## src/rtl/ram_seq_writer_pkg.sv

```systemverilog
// Shared types and constants for the sequential RAM writer.
// Optional test-pattern source is enabled by defining RAM_SEQ_WRITER_PATTERN_EN.
package ram_seq_writer_pkg;

    localparam int ADDR_W_DEF = 5;
    localparam int DATA_W_DEF = 4;

    // A programmed length of zero selects a burst covering the whole RAM.
    localparam int LEN_FULL_DEPTH_CODE = 0;

    typedef enum logic [1:0] {
        ST_IDLE   = 2'd0,
        ST_ACTIVE = 2'd1,
        ST_DONE   = 2'd2
    } wr_state_e;

    function automatic int unsigned burst_beats(input int unsigned len, input int unsigned addr_w);
        return (len == LEN_FULL_DEPTH_CODE) ? (32'd1 << addr_w) : len;
    endfunction

endpackage

```

## src/rtl/ram_seq_writer_if.sv

```systemverilog
// Control, source handshake and RAM write-port bundle for ram_seq_writer.
// pattern_mode exists only when RAM_SEQ_WRITER_PATTERN_EN is defined.
interface ram_seq_writer_if #(
    parameter int ADDR_W = 5,
    parameter int DATA_W = 4,
    parameter int CNT_W  = ADDR_W + 1
) ();
    logic              start;
    logic [ADDR_W-1:0] base_addr;
    logic [CNT_W-1:0]  length;
    logic              tick;
    logic [DATA_W-1:0] din;
    logic              din_valid;
    logic              din_ready;
    logic [ADDR_W-1:0] wr_addr;
    logic [DATA_W-1:0] wr_data;
    logic              wr_en;
    logic              busy;
    logic              done;
    logic [CNT_W-1:0]  count;
`ifdef RAM_SEQ_WRITER_PATTERN_EN
    logic              pattern_mode;

    modport master (
        output start, base_addr, length, tick, din, din_valid, pattern_mode,
        input  din_ready, wr_addr, wr_data, wr_en, busy, done, count
    );
    modport slave (
        input  start, base_addr, length, tick, din, din_valid, pattern_mode,
        output din_ready, wr_addr, wr_data, wr_en, busy, done, count
    );
`else
    modport master (
        output start, base_addr, length, tick, din, din_valid,
        input  din_ready, wr_addr, wr_data, wr_en, busy, done, count
    );
    modport slave (
        input  start, base_addr, length, tick, din, din_valid,
        output din_ready, wr_addr, wr_data, wr_en, busy, done, count
    );
`endif
endinterface

```

## src/rtl/ram_seq_writer_tick_gen.sv

```systemverilog
// Clock-enable divider: tick_o is high for one clk cycle out of every DIV.
// DIV=1 keeps tick_o permanently high.
module ram_seq_writer_tick_gen #(
    parameter int DIV = 1
) (
    input  logic clk,
    input  logic reset,
    output logic tick_o
);
    localparam int CW = (DIV > 1) ? $clog2(DIV) : 1;

    logic [CW-1:0] cnt_q, cnt_d;

    always_comb begin
        tick_o = (cnt_q == '0);
        cnt_d  = tick_o ? CW'(DIV - 1) : cnt_q - CW'(1);
    end

    always_ff @(posedge clk) begin
        if (!reset) cnt_q <= '0;
        else        cnt_q <= cnt_d;
    end
endmodule

```

## src/rtl/ram_seq_writer.sv

```systemverilog
// Burst writer: accepts nibbles over valid/ready and writes them to consecutive RAM
// addresses from a latched base. Optional pattern fill via RAM_SEQ_WRITER_PATTERN_EN.
//
//   state     | meaning
//   ST_IDLE   | waiting for start; din_ready low; count holds last burst total
//   ST_ACTIVE | accepting beats whenever the pacing tick is high
//   ST_DONE   | one cycle coinciding with the final write; done high
module ram_seq_writer
    import ram_seq_writer_pkg::*;
#(
    parameter int ADDR_W   = ADDR_W_DEF,
    parameter int DATA_W   = DATA_W_DEF,
    parameter int CNT_W    = ADDR_W + 1,
    parameter int TICK_DIV = 1
) (
    input  logic               clk,
    input  logic               reset,
    ram_seq_writer_if.slave    bus
);
    wr_state_e         state_q, state_d;
    logic [ADDR_W-1:0] cur_addr_q, cur_addr_d;
    logic [CNT_W-1:0]  remaining_q, remaining_d;
    logic [CNT_W-1:0]  count_q, count_d;
    logic              wr_en_q, wr_en_d;
    logic [ADDR_W-1:0] wr_addr_q, wr_addr_d;
    logic [DATA_W-1:0] wr_data_q, wr_data_d;
    logic              pat_q, pat_d;
    logic              pat_start;
    logic              gen_tick;
    logic              tick_en;
    logic              din_ready;
    logic              beat;
    logic [DATA_W-1:0] beat_data;

    ram_seq_writer_tick_gen #(.DIV(TICK_DIV)) u_tick_gen (
        .clk    (clk),
        .reset  (reset),
        .tick_o (gen_tick)
    );

    // External pacing and the internal divider both gate acceptance.
    assign tick_en = bus.tick & gen_tick;

`ifdef RAM_SEQ_WRITER_PATTERN_EN
    assign pat_start = bus.pattern_mode;
`else
    assign pat_start = 1'b0;
`endif

    always_comb begin
        state_d     = state_q;
        cur_addr_d  = cur_addr_q;
        remaining_d = remaining_q;
        count_d     = count_q;
        pat_d       = pat_q;
        wr_en_d     = 1'b0;
        wr_addr_d   = wr_addr_q;
        wr_data_d   = wr_data_q;
        din_ready   = 1'b0;
        beat        = 1'b0;
        beat_data   = bus.din;

        unique case (state_q)
            ST_IDLE: begin
                if (bus.start) begin
                    cur_addr_d  = bus.base_addr;
                    remaining_d = CNT_W'(burst_beats(32'(bus.length), ADDR_W));
                    count_d     = '0;
                    pat_d       = pat_start;
                    state_d     = ST_ACTIVE;
                end
            end
            ST_ACTIVE: begin
                if (pat_q) begin
                    beat      = tick_en;
                    beat_data = count_q[DATA_W-1:0];
                end else begin
                    din_ready = tick_en;
                    beat      = bus.din_valid & tick_en;
                end
                if (beat) begin
                    wr_en_d     = 1'b1;
                    wr_addr_d   = cur_addr_q;
                    wr_data_d   = beat_data;
                    cur_addr_d  = cur_addr_q + ADDR_W'(1);
                    count_d     = count_q + CNT_W'(1);
                    remaining_d = remaining_q - CNT_W'(1);
                    if (remaining_q == CNT_W'(1)) state_d = ST_DONE;
                end
            end
            ST_DONE: begin
                state_d = ST_IDLE;
            end
            default: begin
                state_d = ST_IDLE;
            end
        endcase
    end

    always_ff @(posedge clk) begin
        if (!reset) begin
            state_q     <= ST_IDLE;
            cur_addr_q  <= '0;
            remaining_q <= '0;
            count_q     <= '0;
            pat_q       <= 1'b0;
            wr_en_q     <= 1'b0;
            wr_addr_q   <= '0;
            wr_data_q   <= '0;
        end else begin
            state_q     <= state_d;
            cur_addr_q  <= cur_addr_d;
            remaining_q <= remaining_d;
            count_q     <= count_d;
            pat_q       <= pat_d;
            wr_en_q     <= wr_en_d;
            wr_addr_q   <= wr_addr_d;
            wr_data_q   <= wr_data_d;
        end
    end

    assign bus.din_ready = din_ready;
    assign bus.wr_en     = wr_en_q;
    assign bus.wr_addr   = wr_addr_q;
    assign bus.wr_data   = wr_data_q;
    assign bus.count     = count_q;
    assign bus.busy      = (state_q != ST_IDLE);
    assign bus.done      = (state_q == ST_DONE);
endmodule

```

## src/flat_wrapper.sv

```systemverilog
// flat-port wrapper written by rule: the top's interface ports become plain ports
module ram_seq_writer_flat import ram_seq_writer_pkg::*;
#(
    parameter int ADDR_W   = ADDR_W_DEF,
    parameter int DATA_W   = DATA_W_DEF,
    parameter int CNT_W    = ADDR_W + 1,
    parameter int TICK_DIV = 1
)
  (clk, reset, bus_start, bus_base_addr, bus_length, bus_tick, bus_din, bus_din_valid, bus_din_ready, bus_wr_addr, bus_wr_data, bus_wr_en, bus_busy, bus_done, bus_count);
  ram_seq_writer_if #(.ADDR_W(ADDR_W), .DATA_W(DATA_W), .CNT_W(CNT_W)) bus_i ();
  input  logic clk;
  input  logic reset;
  input wire logic [$bits(bus_i.start)-1:0] bus_start;
  input wire logic [$bits(bus_i.base_addr)-1:0] bus_base_addr;
  input wire logic [$bits(bus_i.length)-1:0] bus_length;
  input wire logic [$bits(bus_i.tick)-1:0] bus_tick;
  input wire logic [$bits(bus_i.din)-1:0] bus_din;
  input wire logic [$bits(bus_i.din_valid)-1:0] bus_din_valid;
  output wire logic [$bits(bus_i.din_ready)-1:0] bus_din_ready;
  output wire logic [$bits(bus_i.wr_addr)-1:0] bus_wr_addr;
  output wire logic [$bits(bus_i.wr_data)-1:0] bus_wr_data;
  output wire logic [$bits(bus_i.wr_en)-1:0] bus_wr_en;
  output wire logic [$bits(bus_i.busy)-1:0] bus_busy;
  output wire logic [$bits(bus_i.done)-1:0] bus_done;
  output wire logic [$bits(bus_i.count)-1:0] bus_count;
  assign bus_i.start = bus_start;
  assign bus_i.base_addr = bus_base_addr;
  assign bus_i.length = bus_length;
  assign bus_i.tick = bus_tick;
  assign bus_i.din = bus_din;
  assign bus_i.din_valid = bus_din_valid;
  assign bus_din_ready = bus_i.din_ready;
  assign bus_wr_addr = bus_i.wr_addr;
  assign bus_wr_data = bus_i.wr_data;
  assign bus_wr_en = bus_i.wr_en;
  assign bus_busy = bus_i.busy;
  assign bus_done = bus_i.done;
  assign bus_count = bus_i.count;
  ram_seq_writer #(.ADDR_W(ADDR_W), .DATA_W(DATA_W), .CNT_W(CNT_W), .TICK_DIV(TICK_DIV)) u_core (.clk(clk), .reset(reset), .bus(bus_i));
endmodule
```

## config.mk

```make
export PLATFORM = sky130hd
export DESIGN_NAME = ram_seq_writer_flat
export DESIGN_NICKNAME = d
export VERILOG_FILES = /design/src/rtl/ram_seq_writer_pkg.sv /design/src/rtl/ram_seq_writer_if.sv /design/src/rtl/ram_seq_writer_tick_gen.sv /design/src/rtl/ram_seq_writer.sv /design/src/flat_wrapper.sv
export SDC_FILE = /design/constraint.sdc
export NUM_CORES = 1
export LEC_CHECK = 0
export CAP_MARGIN = 20
export CORE_MARGIN = 10
export CORE_UTILIZATION = 47
export CTS_BUF_LIST = sky130_fd_sc_hd__clkbuf_16
export DETAILED_ROUTE_END_ITERATION = 12
export HOLD_SLACK_MARGIN = 0.03
export PLACE_DENSITY = 0.89
export REMOVE_ABC_BUFFERS = 1
export SETUP_SLACK_MARGIN = 0.3
export SLEW_MARGIN = 0
export SYNTH_ARGS = -nofsm -noshare
export SYNTH_HDL_FRONTEND = slang
export SYNTH_SLANG_ARGS = --single-unit
```

## constraint.sdc

```tcl
create_clock -name clk -period 1.68 [get_ports clk]
set_input_delay 0.252 -clock clk [delete_from_list [all_inputs] [get_ports clk]]
set_output_delay 0.252 -clock clk [all_outputs]
set_load 0.03 [all_outputs]
```

==> results of run 1 <==
## state kept, by name, summed over array words and instances, names as in the netlist
name / flops
u_core.state_q: 2
u_core.cur_addr_q: 5
u_core.bus.wr_en: 1
u_core.u_tick_gen.cnt_q: 1
u_core.bus.count: 6
u_core.bus.wr_addr: 5
u_core.remaining_q: 6
u_core.bus.wr_data: 4
## logic make-up (layout without fill, tap and decap cells)
kind of cell	count (synthesis)	in the layout	share of synthesized area, %
and+or+nand+nor	74	74	26.5
adders and majority gates	4	4	3.47
muxes	2	2	1.39
other	1	1	0.260
DFF	30	30	41.6
buffers and inverters	15	88	5.46
AOI/OAI and AO/OA	51	51	21.3
## layout make-up
type	count	area [sq um]
fillers	169	556
flip-flops and latches	30	608
clock inverters	2	7.51
clock buffers	5	125
repair buffers	77	712
well taps	33	41.3
multi-input cells	132	938
inverters	4	15.0
## Yosys cell counts, drive strengths merged (2+ instances only)
library cell / number
dfxtp: 30
nand2: 28
a21oi: 27
nor2: 11
nor3: 10
o21ai: 10
buf: 9
nand3: 7
ha: 4
inv: 4
or3: 4
a21o: 3
a31o: 2
clkbuf: 2
mux2i: 2
nand2b: 2
nor2b: 2
nor3b: 2
o211ai: 2
## final timing paths
| kind | startpoint | to | slack [ps] |
|---|---|---|---|
| max | u_core.state_q[1] | u_core.remaining_q[4] | 90 |
| min | u_core.bus.wr_addr[0] | u_core.bus.wr_addr[0] | 450 |
| max reg2reg | u_core.state_q[1] | u_core.remaining_q[4] | 90 |
| min reg2reg | u_core.bus.wr_addr[0] | u_core.bus.wr_addr[0] | 450 |
## per-layer routing
layer	global-route usage [%]	wire [microns]	part of all wire [%]
met1	19.3	2310	39
met2	30.4	2910	50
met3	6.38	427	7.3
met4	10.9	222	3.8
met5	0	0	0
## what timing repair did
item	4_1_cts	5_1_grt
hold buffers	0	0
gates resized for setup	56	49
gates cloned	1	1
buffers inserted	9	6
pin swaps	21	8
endpoints found under the setup margin	44	33
## report_power, final
group,switching [uW],internal (uW),total (uW)
logic,202,210,412
clock network,294,527,821
registers,37.2,743,780
total,534,1480,2010
## stage by stage
stage	setup TNS, ps	cell area [sq um]
2_1_floorplan	-217	1380
3_3_place_gp	-647	1960
3_5_place_dp	-901	1960
4_1_cts	0	2260
5_1_grt	0	2450
6_report	0	2450
## critical path, stage by stage, from the launching register on
cell and delay (ps):
dfxtp_2 320, buf_6 120, buf_4 150, nor2b_4 220
a21oi_4 100, buf_6 140, buf_6 120, o21ai_1 180
a21oi_1 110
==> impl_metrics.yaml, run 1 <==
clocking:
  cts_tree: "done"
  clk_latency_ps: 280
  ctsRootBufferMaster: "clkbuf_16"
  cts_buffers: 5
  clkSlewWorstSetupHoldPaths_ps: 50
  cts.sinks: 30
  cts_buffer_depth: 2
  htree_levels: 2
min_path:
  min_delay_path_depth: 2
  hold_class: "reg2reg"
floorplan:
  start_util_pct: 48.0
  io-pin-count: 39
  rows: 20
  core_area_sq_um: 3000
  die_h_microns: 75.4
  die_area_sq_um: 5690
  fp.dieW_microns: 75.4
timing:
  hold_ws_ps: 451
  hold_viol_final: 0
  period_share_pct: 94.4
  setup_viol: 0
  fmax_ghz: 0.630
  fin_crit_ps: 1590
  rsz0062_at_grt: "true"
  final-max-slew-violation-count: 0
  setup_ws_ps: 93.6
  fin_skew_ps: 4.50
setup_path:
  required_ps: 1840
  rr_worst_depth: 8
  cp-start-kind: "register"
  critPathMaxFanout: 6
  worstSetupPathType: "reg2reg"
  worst_ep_arrival_time_ps: 1740
  cp-end-kind: "register"
detailed_routing:
  viasPerCell: 6.05
  drt_iter0_drc: 212
  num_vias: 1711
  drc: 0
  drt_wl_total_mm: 5.87
  dr.pass1.iters: 4
  antenna_left: 0
  wire_per_inst_microns: 20.7
yosys:
  syn_area_sq_um: 1440
  synth_cell_type_count: 42
  netlist_instances: 177
  yosysTopAreaCellShare_pct: 41.6
  ys_ff_latch: 30
  avgSynthCellArea_sq_um: 8.15
  yosysTopAreaCell: "dfxtp_1"
  synth-main-ff-cell: "dfxtp_1"
  async_flop_share_pct: 0
  ys_seq_area_share_pct: 41.6
  synthTopCellsByArea: "dfxtp_1, a21oi_1, nand2_1"
  synth_edf_count: 0
  ys.warnings.count: 0
cells_and_area:
  final_cell_mix: "dfxtp_1, buf_4, a21oi_1"
  area_delta_synth_final_pct: 69.6
  drive_above_1_share_pct: 37.6
  final_cells: 283
  nNetsFinal: 274
  layout_commonest_cell: "dfxtp_1"
  diodes: 0
  fin_util_pct: 81.5
placement:
  place_hpwl_mm: 2.99
  place_ws_ps: -139
  place_congestion: 0.834
  dpl.cell_count: 259
  io_buffer_count: 38
global_routing:
  grtUsageTotal_pct: 18.2
  overflow: 0
  antenna_found_initial: 0
  grt_max_degree: 14
  grt_pass1_vias: 1638
  grt_pass1_wl_mm: 7.80
power:
  totalPowerFinal_uw: 2010
  static-leakage-power_uw: 0.00102
  power-per-cell-area_nw_per_um2: 823
  vdd.ir_drop.worst_mv: 0.777
job:
  drv_cap: 0
run_status:
  status: "finished clean"
Power figures use the tool's default switching activity.
==> run 2: changes to the inputs <==
Settings changed: HOLD_SLACK_MARGIN 0.03 to unset.
==> results of run 2 <==
Same layout as run 1: the final DEF is identical, and so are final timing and power.
==> run 3: changes to the inputs <==
Settings changed: REMOVE_ABC_BUFFERS 1 to unset.
==> impl_metrics.yaml, run 3 (synthesized netlist as in run 1, its figures left out) <==
clocking:
  clkSlewWorstSetupHoldPaths_ps: 50
  cts_buffer_depth: 2
  cts_tree: "done"
  holdBufCountCts: 0
  cts.sinks: 30
  ctsRootBufferMaster: "clkbuf_16"
  htree_levels: 2
  clk_latency_ps: 280
  cts_buffers: 5
cells_and_area:
  area_delta_synth_final_pct: 77.7
  nNetsFinal: 273
  layout_commonest_cell: "dfxtp_1"
  fillers: 128
  diodes: 0
  drive_above_1_share_pct: 43.2
  final_cell_mix: "dfxtp_1, nand2_1, buf_4"
  fin_util_pct: 85.4
  fin_area_sq_um: 2560
  final_cells: 283
setup_path:
  reg2reg_to: "u_core.bus.count[3]"
  path_depth: 6
  rr_worst_depth: 6
  cp_num_buf_inv: 2
  required_ps: 1880
  cp_top_family: "simple AND/OR/NAND/NOR gates"
  path_cells: "buf_6, nor3b_4, a21oi_4, buf_6, or3_1, a21oi_1"
  slowest_delay_ps: 360
  crit_top_cell: "buf_6"
  slowest_stage: "dfxtp_4"
  critPathMaxFanout: 8
  r2r_slack_ps: 40
  rr_startpoint: "u_core.state_q[0]"
  cp-end-kind: "register"
  worst_ep_arrival_time_ps: 1840
  worstSetupPathType: "reg2reg"
  cp-start-kind: "register"
global_routing:
  grt_pass1_vias: 1630
  overflow: 0
  grt_pass1_wl_mm: 8.06
  grt_max_degree: 15
  grtUsageTotal_pct: 19.0
  antenna_found_initial: 0
min_path:
  whs_endpoint: "u_core.state_q[0]"
  hold_class: "in2reg"
  min_delay_path_depth: 3
  min_from: "bus_start"
floorplan:
  io-pin-count: 39
  core_area_sq_um: 3000
  start_util_pct: 48.0
  die_area_sq_um: 5690
  fp.dieW_microns: 75.4
  die_h_microns: 75.4
  rows: 20
detailed_routing:
  drt_iter0_drc: 252
  drt_wl_total_mm: 7.17
  dr.pass1.iters: 7
  antenna_left: 0
  num_vias: 1931
  viasPerCell: 6.82
  wire_per_inst_microns: 25.3
  drc: 0
timing:
  fin_crit_ps: 1640
  hold_viol_final: 0
  final-max-slew-violation-count: 0
  period_share_pct: 97.6
  setup_ws_ps: 40.5
  setup_viol: 0
  fmax_ghz: 0.610
  rsz0062_at_grt: "true"
  fin_skew_ps: 4.06
power:
  static-leakage-power_uw: 0.00105
  power-per-cell-area_nw_per_um2: 828
  vdd.ir_drop.worst_mv: 0.745
  totalPowerFinal_uw: 2120
placement:
  dpl.cell_count: 254
  place_congestion: 0.871
  place_hpwl_mm: 2.94
  io_buffer_count: 38
  place_ws_ps: -110
  placed_area_sq_um: 1940
run_status:
  status: "finished clean"
yosys:
  synth_nets: 201
job:
  drv_cap: 0
-- run 3: final cells by class --
cell class,instances,area [sq um],area share [%]
clock buffer,5,125,4.88
clock inverter,3,16.3,0.634
inverter,4,15.0,0.586
multi-input combinational,133,1040,40.7
sequential,30,611,23.8
tap,33,41.3,1.61
timing repair buffer,75,713,27.8
-- run 3: layer usage --
layer  up-vias  global-route usage, %  part of all wire, %
li1        774                      -                    -
met4         0                   16.5                  8.6
met5         -                      0                    0
met3        62                   6.12                  8.5
met2       168                   30.3                   47
met1       927                   19.7                   36
-- run 3: repair_timing --
action / in CTS / in global routing
setup endpoints to repair: 44 / 31
endpoints found under the hold margin: 0 / 0
gates cloned: 0 / 3
setup buffers: 12 / 6
pin swaps: 18 / 22
gates resized for setup: 50 / 72
-- run 3: worst max-delay path by stage --
stage,from,to,slack (ps)
floorplan,u_core.state_q[0],u_core.bus.count[1],300
global placement,bus_din_valid,u_core.bus.count[3],-60
detailed placement,bus_start,u_core.bus.count[4],-110
CTS,u_core.state_q[1],bus_din_ready,130
global route,u_core.state_q[1],u_core.bus.count[3],30
finish,u_core.state_q[0],u_core.bus.count[3],40
-- run 3: worst min-delay path: cells and delay by family --
| family | cells | cell delay (ps) |
|---|---|---|
| buffers and inverters | 1 | 110 |
| multiplexers | 1 | 80 |
| AND/OR/NAND/NOR | 1 | 130 |
-- run 3: where the power goes --
group | switching, uW | total [uW] | internal [uW]
sequential | 42.9 | 785 | 742
clock | 337 | 876 | 540
combinational | 237 | 461 | 223
total | 617 | 2120 | 1510
-- run 3: per-stage QoR --
| stage | setup TNS, ps | hold slack [ps] |
|---|---|---|
| 2_1_floorplan | 0 | 388 |
| 3_3_place_gp | -215 | 439 |
| 3_5_place_dp | -639 | 445 |
| 4_1_cts | 0 | 449 |
| 5_1_grt | 0 | 381 |
| 6_report | 0 | 348 |
